`config.mk`:
```
export PLATFORM = sky130hd
export DESIGN_NAME = regfile_wb_arbiter
export DESIGN_NICKNAME = d
export VERILOG_FILES = /design/src/rtl/cpu_pkg.sv /design/src/rtl/regfile_scoreboard.sv /design/src/rtl/regfile_wb_arbiter.sv
export SDC_FILE = /design/constraint.sdc
export NUM_CORES = 1
export LEC_CHECK = 0
export CELL_PAD_IN_SITES_DETAIL_PLACEMENT = 0
export CELL_PAD_IN_SITES_GLOBAL_PLACEMENT = 1
export CORE_MARGIN = 8
export CORE_UTILIZATION = 37
export CTS_BUF_LIST = sky130_fd_sc_hd__clkbuf_8
export DETAILED_ROUTE_END_ITERATION = 7
export HOLD_SLACK_MARGIN = 0.15
export PLACE_DENSITY = 0.79
export SYNTH_ARGS = -nofsm -noshare
export SYNTH_HDL_FRONTEND = slang
export SYNTH_HIERARCHICAL = 1
export SYNTH_SLANG_ARGS = --single-unit
export TNS_END_PERCENT = 50
```
`constraint.sdc`:
```
create_clock -name clk -period 3.92 [get_ports clk]
set_input_delay 0.784 -clock clk [delete_from_list [all_inputs] [get_ports clk]]
set_output_delay 0.784 -clock clk [all_outputs]
set_load 0.03 [all_outputs]
```
`src/rtl/cpu_pkg.sv`:
```
// Shared CPU definitions for the writeback arbiter and scoreboard.
// Holds datapath widths and the writeback requester identifiers.
package cpu_pkg;

    localparam int XLEN = 32;
    localparam int AW   = 5;

    // Writeback requesters; also the encoding of the priority pointer.
    typedef enum logic {
        REQ_ALU = 1'b0,
        REQ_LSU = 1'b1
    } req_e;

endpackage

```
`src/rtl/regfile_scoreboard.sv`:
```
// Register busy-bit scoreboard: issue-time hazard stall, busy set on
// issue and busy clear on writeback commit.
module regfile_scoreboard #(
    parameter int AW = cpu_pkg::AW
) (
    input  logic          clk,
    input  logic          rst,
    input  logic          issue_valid,
    input  logic          issue_has_rd,
    input  logic [AW-1:0] issue_rd,
    input  logic [AW-1:0] src1_addr,
    input  logic [AW-1:0] src2_addr,
    input  logic          clr_en,
    input  logic [AW-1:0] clr_addr,
    output logic          stall,
    output logic          clr_busy
);

    localparam int NREG = 1 << AW;

    logic [NREG-1:0] busy_q;
    logic [NREG-1:0] busy_d;
    logic            set_en;

    // Stall only looks at registered busy bits; a commit this cycle
    // does not release a dependent until the next cycle.
    assign stall = issue_valid
                 & (busy_q[src1_addr]
                 |  busy_q[src2_addr]
                 | (issue_has_rd & busy_q[issue_rd]));

    assign set_en = issue_valid & ~stall & issue_has_rd
                  & (issue_rd != '0);

    // Busy state of the register being committed, for error detection.
    assign clr_busy = busy_q[clr_addr];

    // Next busy vector: clear on commit, set on issue, x0 never busy.
    always_comb begin
        busy_d = busy_q;
        if (clr_en) begin
            busy_d[clr_addr] = 1'b0;
        end
        if (set_en) begin
            busy_d[issue_rd] = 1'b1;
        end
        busy_d[0] = 1'b0;
    end

    // Busy-bit storage.
    always_ff @(posedge clk) begin
        if (rst) begin
            busy_q <= '0;
        end else begin
            busy_q <= busy_d;
        end
    end

endmodule

```
`src/rtl/regfile_wb_arbiter.sv`:
```
// Two-requester (ALU/LSU) writeback arbiter with registered
// register-file write port and scoreboard-based issue stall.
module regfile_wb_arbiter #(
    parameter int XLEN = cpu_pkg::XLEN,
    parameter int AW   = cpu_pkg::AW
) (
    input  logic            clk,
    input  logic            rst,
    input  logic            alu_valid,
    input  logic [AW-1:0]   alu_rd,
    input  logic [XLEN-1:0] alu_data,
    output logic            alu_ready,
    input  logic            lsu_valid,
    input  logic [AW-1:0]   lsu_rd,
    input  logic [XLEN-1:0] lsu_data,
    output logic            lsu_ready,
    output logic            rd_write_enb,
    output logic [AW-1:0]   rd_address,
    output logic [XLEN-1:0] rd_data_in,
    input  logic            issue_valid,
    input  logic            issue_has_rd,
    input  logic [AW-1:0]   issue_rd,
    input  logic [AW-1:0]   src1_addr,
    input  logic [AW-1:0]   src2_addr,
    output logic            stall,
    output logic            wb_err
);

    import cpu_pkg::*;

    req_e            prio_q;
    logic            alu_gnt;
    logic            lsu_gnt;
    logic            hs;
    logic            hs_wr;
    logic [AW-1:0]   hs_rd;
    logic [XLEN-1:0] hs_data;
    logic            clr_busy;

    // Grant: lone requester wins, contention resolved by the pointer.
    always_comb begin
        alu_gnt = alu_valid & (~lsu_valid | (prio_q == REQ_ALU));
        lsu_gnt = lsu_valid & ~alu_gnt;
    end

    assign alu_ready = alu_gnt;
    assign lsu_ready = lsu_gnt;

    assign hs      = alu_gnt | lsu_gnt;
    assign hs_rd   = alu_gnt ? alu_rd   : lsu_rd;
    assign hs_data = alu_gnt ? alu_data : lsu_data;
    assign hs_wr   = hs & (hs_rd != '0);

    // Priority pointer moves to the loser only after real contention.
    always_ff @(posedge clk) begin
        if (rst) begin
            prio_q <= REQ_ALU;
        end else if (alu_valid & lsu_valid) begin
            prio_q <= alu_gnt ? REQ_LSU : REQ_ALU;
        end
    end

    // Registered write port; x0 writes are consumed but never strobed.
    always_ff @(posedge clk) begin
        if (rst) begin
            rd_write_enb <= 1'b0;
            rd_address   <= '0;
            rd_data_in   <= '0;
        end else begin
            rd_write_enb <= hs_wr;
            if (hs_wr) begin
                rd_address <= hs_rd;
                rd_data_in <= hs_data;
            end
        end
    end

    // Sticky flag for a commit to a register nobody marked busy.
    always_ff @(posedge clk) begin
        if (rst) begin
            wb_err <= 1'b0;
        end else if (rd_write_enb & ~clr_busy) begin
            wb_err <= 1'b1;
        end
    end

    regfile_scoreboard #(
        .AW(AW)
    ) u_scoreboard (
        .clk          (clk),
        .rst          (rst),
        .issue_valid  (issue_valid),
        .issue_has_rd (issue_has_rd),
        .issue_rd     (issue_rd),
        .src1_addr    (src1_addr),
        .src2_addr    (src2_addr),
        .clr_en       (rd_write_enb),
        .clr_addr     (rd_address),
        .stall        (stall),
        .clr_busy     (clr_busy)
    );

endmodule

```
# Word level (Yosys, flattened, before mapping)
# Index checks and enable logic that the tools add are counted.
[word_totals]
register_bits = 72
latchBits = 0
ramBits = 0
romBits = 0
wordCells = 56
mem_count = 0
[op_classes]
addsub = 0
multipliers = 0
div = 0
order_cmp = 6
n_eq_ne = 0
shifts = 0
n_mux = 17
bitwise_logic = 22
reduce_logical = 4
[ops]
columns = ["operator", "n"]
rows = [
  ["2-to-1 mux 32 bit", 3],
  ["bitwise AND 32 bit", 1],
  ["NOT 32 bit", 1],
  ["OR 32 bit", 1],
  ["< comparator 5 x 6 -> 1 bit (second input constant)", 4],
  ["binary-select mux 1 bit (select 5 bit)", 4],
  ["bitwise AND 1 bit", 10],
  ["demux 1 bit (select 5 bit)", 2],
  [">= comparator 5 x 1 -> 1 bit (second input constant)", 2],
  ["nonzero test 5 bit", 2],
  ["2-to-1 mux 1 bit", 7],
  ["2-to-1 mux 5 bit", 1],
  ["NOT 1 bit", 5],
  ["OR 1 bit", 4],
  ["logical AND 1 bit", 2],
]

# Logic depth before layout (Yosys ltp)
# Gate-level depths: netlist (run 1).
[logic_depth]
word_depth = 10
ltp_mapped = 11

# Hierarchy
# Netlist (run 1), hierarchy kept.
[modules_own_cells]
columns = ["module", "n_inst", "cells_per_inst", "area_each_um2", "seq_area_each_um2"]
rows = [
  ["regfile_scoreboard", 1, 268, 2548.7, 620.6],
  ["regfile_wb_arbiter", 1, 203, 2088.3, 800.8],
]

# Least setup slack after synthesis (run 1)
# Ideal clock, no wire load.
[synth_timing]
kind = "input port to output port"
startpoint = "input issue_rd[1]"
endpoint = "output stall"
arrival_time_ns = 2.827
t_required_ns = 3.136
slack_ns = 0.309
stages = 7
n_path_buf = 1
path_cell_list = "buf_6 > mux4_2 > and2_0 > or4_1 > a32oi_4 > nand2b_1 > a21boi_0"
[synth_between]
elab_chain_len = 5
[synth_rtl]
columns = ["item", "line_no", "text"]
rows = [
  ["from (decl)", "regfile_wb_arbiter.sv:22", "input logic [AW-1:0] issue_rd,"],
  ["binary-select mux 1 bit (select 5 bit)", "regfile_scoreboard.sv:30", "| (issue_has_rd & busy_q[issue_rd]));"],
  ["2-to-1 mux 1 bit (implied by the code)", "regfile_scoreboard.sv:30", ""],
  ["bitwise AND 1 bit", "regfile_scoreboard.sv:30", ""],
  ["OR 1 bit", "regfile_scoreboard.sv:30", ""],
  ["bitwise AND 1 bit", "regfile_scoreboard.sv:28", "& (busy_q[src1_addr]"],
  ["to (decl)", "regfile_wb_arbiter.sv:25", "output logic stall,"],
]
# Every way passes these cells. The select of a mux whose other input is x is not followed.

# Final worst setup path (run 1)
[layout_timing]
startpoint = "input src1_addr[2]"
endpoint = "output stall"
[layout_between]
elab_chain_len = 5
[layout_rtl]
columns = ["item", "line_no", "text"]
rows = [
  ["from (decl)", "regfile_wb_arbiter.sv:23", "input logic [AW-1:0] src1_addr,"],
  ["binary-select mux 1 bit (select 5 bit)", "regfile_scoreboard.sv:28", ""],
  ["2-to-1 mux 1 bit (implied by the code)", "regfile_scoreboard.sv:28", ""],
  ["OR 1 bit", "regfile_scoreboard.sv:29", "| busy_q[src2_addr]"],
  ["OR 1 bit", "regfile_scoreboard.sv:30", ""],
  ["bitwise AND 1 bit", "regfile_scoreboard.sv:28", ""],
]
# Every way passes these cells. The select of a mux whose other input is x is not followed.

==> flow_metrics.env, run 1 <==
export IMPL_synth_async_reset_ratio=0
export IMPL_synth_seq_cells=71
export IMPL_cts_tree="built"
export IMPL_period_needed_ns=3.80
export IMPL_first_pass_iters=4
export IMPL_fp_dieArea_mm2=0.0164
export IMPL_tightest_slew_ns=0.944
export IMPL_post_route_period_util=0.969
export IMPL_syn_inst=471
export IMPL_n_antenna_cell=0
export IMPL_grt_max_degree=39
export IMPL_r2r_end="u_scoreboard/busy_q[11]"
export IMPL_end_kind="output port"
export IMPL_fp_dieW_um=128
export IMPL_hold_viol=0
export IMPL_drive_gt1_frac=0.193
export IMPL_vias=4399
export IMPL_ys_seq_area_frac=0.307
export IMPL_synth_area_leaders="dfxtp_1 (31%), mux4_2 (11%), mux2i_1 (9.9%)"
export IMPL_clk_latency_ns=0.35
export IMPL_relSlewSlack=0.370
export IMPL_area_delta_synth_final_pct=37.7
export IMPL_ys_warn_count=6
export IMPL_max_freq_mhz=263
export IMPL_final_util=0.514
export IMPL_status="complete, no violations"
export IMPL_reg2regPathDepth=7
export IMPL_syn_num_nets=566
export IMPL_yosys_area_top_type="dfxtp_1"
export IMPL_htree_levels=3
export IMPL_overflow=0
export IMPL_crit_fanout=5
export IMPL_vdd_drop_max_uv=147
export IMPL_gp_congestion=0.913
export IMPL_synth_most_common_cell="dfxtp_1"
export IMPL_hp_class="register to register"
export IMPL_dp_hpwl_um=11800
export IMPL_first_global_vias=4553
export IMPL_power_total_mw=1.80
export IMPL_port_buffers=136
export IMPL_hold_path_depth=2
export IMPL_start_util=0.374
export IMPL_drc=0
export IMPL_drv_cap=0
export IMPL_clk_pin_slew_worst_paths_ns=0.07
export IMPL_setup_viol_count_final=0
export IMPL_maxSlewViolCount=0
export IMPL_routedWlPerCell_um=20.1
export IMPL_n_fill_cell=1170
export IMPL_drtAntennaViolNets=0
export IMPL_core_mm2=0.0124
export IMPL_whs_ns=0.496
export IMPL_worstPathArrival_ns=3.01
export IMPL_rsz0062_at_grt="false"
export IMPL_drt_iter0_markers=244
export IMPL_syn_cell_area_mm2=0.00464
export IMPL_cp_start_kind="primary input"
export IMPL_reg2reg_slack_ns=1.26
export IMPL_synth_ff_type="dfxtp_1"
export IMPL_root_buffer="clkbuf_8"
export IMPL_crit_type="primary input to output port"
export IMPL_cts_sinks=71
export IMPL_power_density_mw_per_mm2=282
export IMPL_nNetsFinal=701
export IMPL_syn_avg_cell_area_um2=9.84
export IMPL_num_rows=41
export IMPL_fp_dieH_um=128
export IMPL_vias_per_cell=5.63
export IMPL_clockBufferDepth=2
export IMPL_netlist_area_leader_share=0.307
export IMPL_io_pins=137
export IMPL_synth_commonest_cells="dfxtp_1 (71), mux2i_1 (46), o21ai_0 (38)"
export IMPL_cts_buffers=9
export IMPL_reg2reg_from="u_scoreboard/busy_q[1]"
export IMPL_holdPathEnd="wb_err"
export IMPL_hp_start="wb_err"
export IMPL_grt_pass1_wl_um=24600
export IMPL_cts_post_setup_buffers_inserted=0
export IMPL_worst_ep_required_time_ns=3.14
export IMPL_synth_cell_type_count=55
export IMPL_antenna_found_initial=0
export IMPL_clock_skew_ns=0.00662
export IMPL_power_leakage_nw=2.30
export IMPL_wirelength_um=15700
export IMPL_track_usage=0.193
export IMPL_synth_edf_count=0
how the worst max path moves through the flow:
stage	from	endpoint	cells after the start
after floorplan	issue_rd[1]	stall	7
after global placement	src2_addr[2]	stall	7
after detailed placement	src2_addr[2]	stall	7
after CTS	issue_rd[1]	stall	9
after global routing	src1_addr[2]	stall	8
final	src1_addr[2]	stall	8
cells by family after synthesis:
family,synth area share
compound gates,0.230
simple gates,0.164
mux,0.244
flops,0.307
buf+inv,0.0542
xor+xnor,0.00189
registers in the layout (all words and copies together) (netlist names):
| register | cells |
|---|---|
| prio_q | 1 |
| rd_address | 5 |
| rd_data_in | 32 |
| rd_write_enb | 1 |
| u_scoreboard/busy_q | 31 |
| wb_err | 1 |
through the flow:
stage                     cells  instance area, um^2  setup slack [ns]  setup TNS [ns]
after CTS                   782                 6370           0.00194               0
after global routing        782                 6390           0.00820               0
after global placement      767                 6210            -0.428          -0.428
after detailed placement    767                 6210            -0.466          -0.466
after floorplan             471                 4640             0.309               0
final                       782                 6390             0.123               0
final cells by class:
cell class / count / area [um^2] / share of cell area
multi-input combinational: 354 / 3000 / 0.469
timing repair buffer: 164 / 1570 / 0.246
sequential: 71 / 1420 / 0.223
tap: 172 / 215 / 0.0337
clock buffer: 10 / 138 / 0.0216
inverter: 6 / 22.5 / 0.00353
clock inverter: 5 / 20.0 / 0.00313
critical path, cell delays in order:
cell and delay, ns:
clkdlybuf4s50_1 0.48, buf_6 0.13, mux4_2 0.50, mux4_2 0.47
nand2b_4 0.16, a32oi_4 0.23, a21boi_1 0.09, buf_4 0.17
report_power, final:
part,leakage [nW],internal [mW],switching [mW]
logic,1.62,0.254,0.249
registers,0.583,0.759,0.0473
clock network,0.0971,0.233,0.260
timing repair:
action | CTS | global route
hold buffers | 0 | 0
endpoints found under the hold margin | 0 | 0
gates resized for setup | 9 | 5
pin swaps | 0 | 0
endpoints found under the setup margin | 1 | 1
layout by cell type (no fill, tap or decap), types with 4 or more instances in the layout:
| cell | n |
|---|---|
| a211oi_1 | 36 |
| a21oi_1 | 10 |
| a21oi_2 | 30 |
| buf_4 | 27 |
| clkbuf_8 | 10 |
| clkdlybuf4s50_1 | 132 |
| dfxtp_1 | 71 |
| inv_1 | 10 |
| mux2_2 | 4 |
| mux2i_1 | 46 |
| mux4_1 | 5 |
| mux4_2 | 22 |
| nand2_1 | 28 |
| nand3_1 | 5 |
| nand3b_1 | 20 |
| nor2_1 | 13 |
| nor2b_1 | 26 |
| nor3_1 | 5 |
| o21ai_0 | 38 |
| o21ai_1 | 16 |
per-layer routing:
metal	wire length [um]	vias up	global-route usage
li1	-	2057	-
met1	6480	2083	0.227
met2	7080	219	0.306
met3	1690	40	0.0795
met4	442	0	0.0762
met5	0	-	0
No activity file was read; power rests on OpenSTA's default activity.
==> run 2, diff against run 1 <==
--- a/config.mk
+++ b/config.mk
@@ -5,6 +5,7 @@
 export SDC_FILE = /design/constraint.sdc
 export NUM_CORES = 1
 export LEC_CHECK = 0
+export CAP_MARGIN = 20
 export CELL_PAD_IN_SITES_DETAIL_PLACEMENT = 0
 export CELL_PAD_IN_SITES_GLOBAL_PLACEMENT = 1
 export CORE_MARGIN = 8
==> results of run 2 <==
Same layout as run 1: the final DEF is identical, and so are final timing and power.
==> run 3, diff against run 2 <==
--- a/config.mk
+++ b/config.mk
@@ -12,7 +12,9 @@
 export CORE_UTILIZATION = 37
 export CTS_BUF_LIST = sky130_fd_sc_hd__clkbuf_8
 export DETAILED_ROUTE_END_ITERATION = 7
+export GPL_ROUTABILITY_DRIVEN = 0
 export HOLD_SLACK_MARGIN = 0.15
+export MAX_ROUTING_LAYER = met4
 export PLACE_DENSITY = 0.79
 export SYNTH_ARGS = -nofsm -noshare
 export SYNTH_HDL_FRONTEND = slang
==> run 3 against run 2 <==
  * Critical path depth is the same
  * Register-to-register slack better by 0.03 ns
  * Wire length is 0.43% lower
  * Fmax up 0.35%
  * Non-clock buffer count is the same
  * Die area unchanged
  * Sequential power hardly changed
  * Via count decreased by 0.16%
  * Critical endpoint unchanged
  * Largest power group unchanged
==> flow_metrics.env, run 3 (synthesized netlist as in run 1, its figures left out) <==
export IMPL_first_global_vias=4667
export IMPL_power_leakage_nw=2.30
export IMPL_layout_common_cells="clkdlybuf4s50_1 (132), dfxtp_1 (71), mux2i_1 (46)"
export IMPL_drive_gt1_frac=0.200
export IMPL_drc=0
export IMPL_max_freq_mhz=264
export IMPL_vias=4392
export IMPL_worst_ep_required_time_ns=3.14
export IMPL_dp_hpwl_um=11800
export IMPL_power_switching_uw=565
export IMPL_worstPathArrival_ns=3.00
export IMPL_internal_power_mw=1.31
export IMPL_crit_type="primary input to output port"
export IMPL_post_route_period_util=0.965
export IMPL_largestRegisters="rd_data_in (32), u_scoreboard/busy_q (31), rd_address (5)"
export IMPL_cts_sinks=71
export IMPL_track_usage=0.196
export IMPL_core_mm2=0.0124
export IMPL_clk_pin_slew_worst_paths_ns=0.07
export IMPL_n_antenna_cell=0
export IMPL_clk_latency_ns=0.35
export IMPL_relSlewSlack=0.398
export IMPL_cts_tree="built"
export IMPL_clock_skew_ns=0.0106
export IMPL_cts_post_setup_buffers_inserted=0
export IMPL_fp_dieH_um=128
export IMPL_fp_dieArea_mm2=0.0164
export IMPL_grt_pass1_wl_um=24300
export IMPL_n_fill_cell=1200
export IMPL_nNetsFinal=701
export IMPL_regMostFlops="rd_data_in"
export IMPL_grt_max_degree=44
export IMPL_p_sw_frac=0.301
export IMPL_crit_chain="clkdlybuf4s50_1 > buf_6 > mux4_2 > mux4_2 > nand2b_4 > a32oi_4 > a21boi_1 > buf_4"
export IMPL_status="complete, no violations"
export IMPL_postCtsResizedCells=7
export IMPL_htree_levels=3
export IMPL_vias_per_cell=5.61
export IMPL_fp_dieW_um=128
export IMPL_crit_buf_inv=3
export IMPL_vdd_drop_max_uv=136
export IMPL_pwr_share_comb=0.269
export IMPL_io_pins=137
export IMPL_antenna_found_initial=0
export IMPL_crit_path_top_delay_cell="mux4_2"
export IMPL_drtAntennaViolNets=0
export IMPL_port_buffers=136
export IMPL_crit_fanout=5
export IMPL_critPathTopFamily="multiplexers"
export IMPL_seq_power_share=0.430
export IMPL_pwr_share_clk=0.301
export IMPL_wirelength_um=15600
export IMPL_start_util=0.374
export IMPL_fin_area_mm2=0.00642
export IMPL_cp_start_kind="primary input"
export IMPL_period_needed_ns=3.78
export IMPL_post_dp_cell_area_mm2=0.00621
export IMPL_maxSlewViolCount=0
export IMPL_routedWlPerCell_um=20.0
export IMPL_hp_class="register to register"
export IMPL_drt_iter0_markers=299
export IMPL_hold_viol=0
export IMPL_end_kind="output port"
export IMPL_power_density_mw_per_mm2=292
export IMPL_worst_slack_ns=0.136
export IMPL_final_util=0.517
export IMPL_cpPeakStageDelay_ns=0.50
export IMPL_drv_cap=0
export IMPL_root_buffer="clkbuf_8"
export IMPL_cts_buffers=9
export IMPL_first_pass_iters=5
export IMPL_largest_reg_flops=32
export IMPL_area_delta_synth_final_pct=38.5
export IMPL_tightest_slew_ns=0.902
export IMPL_post_place_ws_ns=-0.448
export IMPL_cts_hold_buffers=0
export IMPL_setup_viol_count_final=0
export IMPL_num_rows=41
export IMPL_overflow=0
export IMPL_crit_top_cell="mux4_2"
export IMPL_clockBufferDepth=2
export IMPL_layout_commonest_cell="clkdlybuf4s50_1"
export IMPL_setup_tns_ns=0
export IMPL_rsz0062_at_grt="false"
[run 3: worst paths after layout]
kind,cells past startpoint,slack [ns],from,end
min reg2reg,2,0.51,wb_err,wb_err
min,2,0.51,wb_err,wb_err
max reg2reg,7,1.29,u_scoreboard/busy_q[1],u_scoreboard/busy_q[3]
max,8,0.14,src1_addr[2],stall
[run 3: layout make-up]
| cell class | instances | area [um^2] | area share |
|---|---|---|---|
| Sequential cell | 71 | 1420 | 0.221 |
| Clock buffer | 13 | 179 | 0.0279 |
| Multi-Input combinational cell | 354 | 3000 | 0.466 |
| Timing Repair Buffer | 164 | 1570 | 0.245 |
| Inverter | 6 | 22.5 | 0.00351 |
| Tap cell | 172 | 215 | 0.0335 |
| Clock inverter | 3 | 16.3 | 0.00253 |
[run 3: layer usage]
layer / up-vias / wire (um) / track usage / part of all wire
li1: 2066 / - / - / -
met1: 2051 / 6480 / 0.222 / 0.41
met2: 234 / 7240 / 0.308 / 0.46
met3: 41 / 1520 / 0.0740 / 0.097
met4: 0 / 398 / 0.0776 / 0.025
met5: - / 0 / - / 0
[run 3: metrics by stage]
stage	hold slack, ns	cells	total power [mW]
after floorplan	0.480	471	1.09
after global placement	0.491	767	1.32
after detailed placement	0.497	767	1.32
after CTS	0.514	783	1.89
after global routing	0.531	783	1.96
final	0.507	783	1.87
[run 3: power groups by stage]
| stage | registers [mW] | clock network, mW | logic, mW |
|---|---|---|---|
| after global placement | 0.820 | 0 | 0.500 |
| after detailed placement | 0.822 | 0 | 0.503 |
| final | 0.806 | 0.564 | 0.503 |
| after global routing | 0.813 | 0.615 | 0.535 |
| after CTS | 0.806 | 0.579 | 0.503 |
| after floorplan | 0.871 | 0 | 0.215 |
[run 3: tightest hold or removal path, delay by kind of cell (launching register included)]
kind / cells / cell delay, ns
AOI/OAI and AO/OA: 1 / 0.05
DFF: 1 / 0.36
and+or+nand+nor: 1 / 0.07
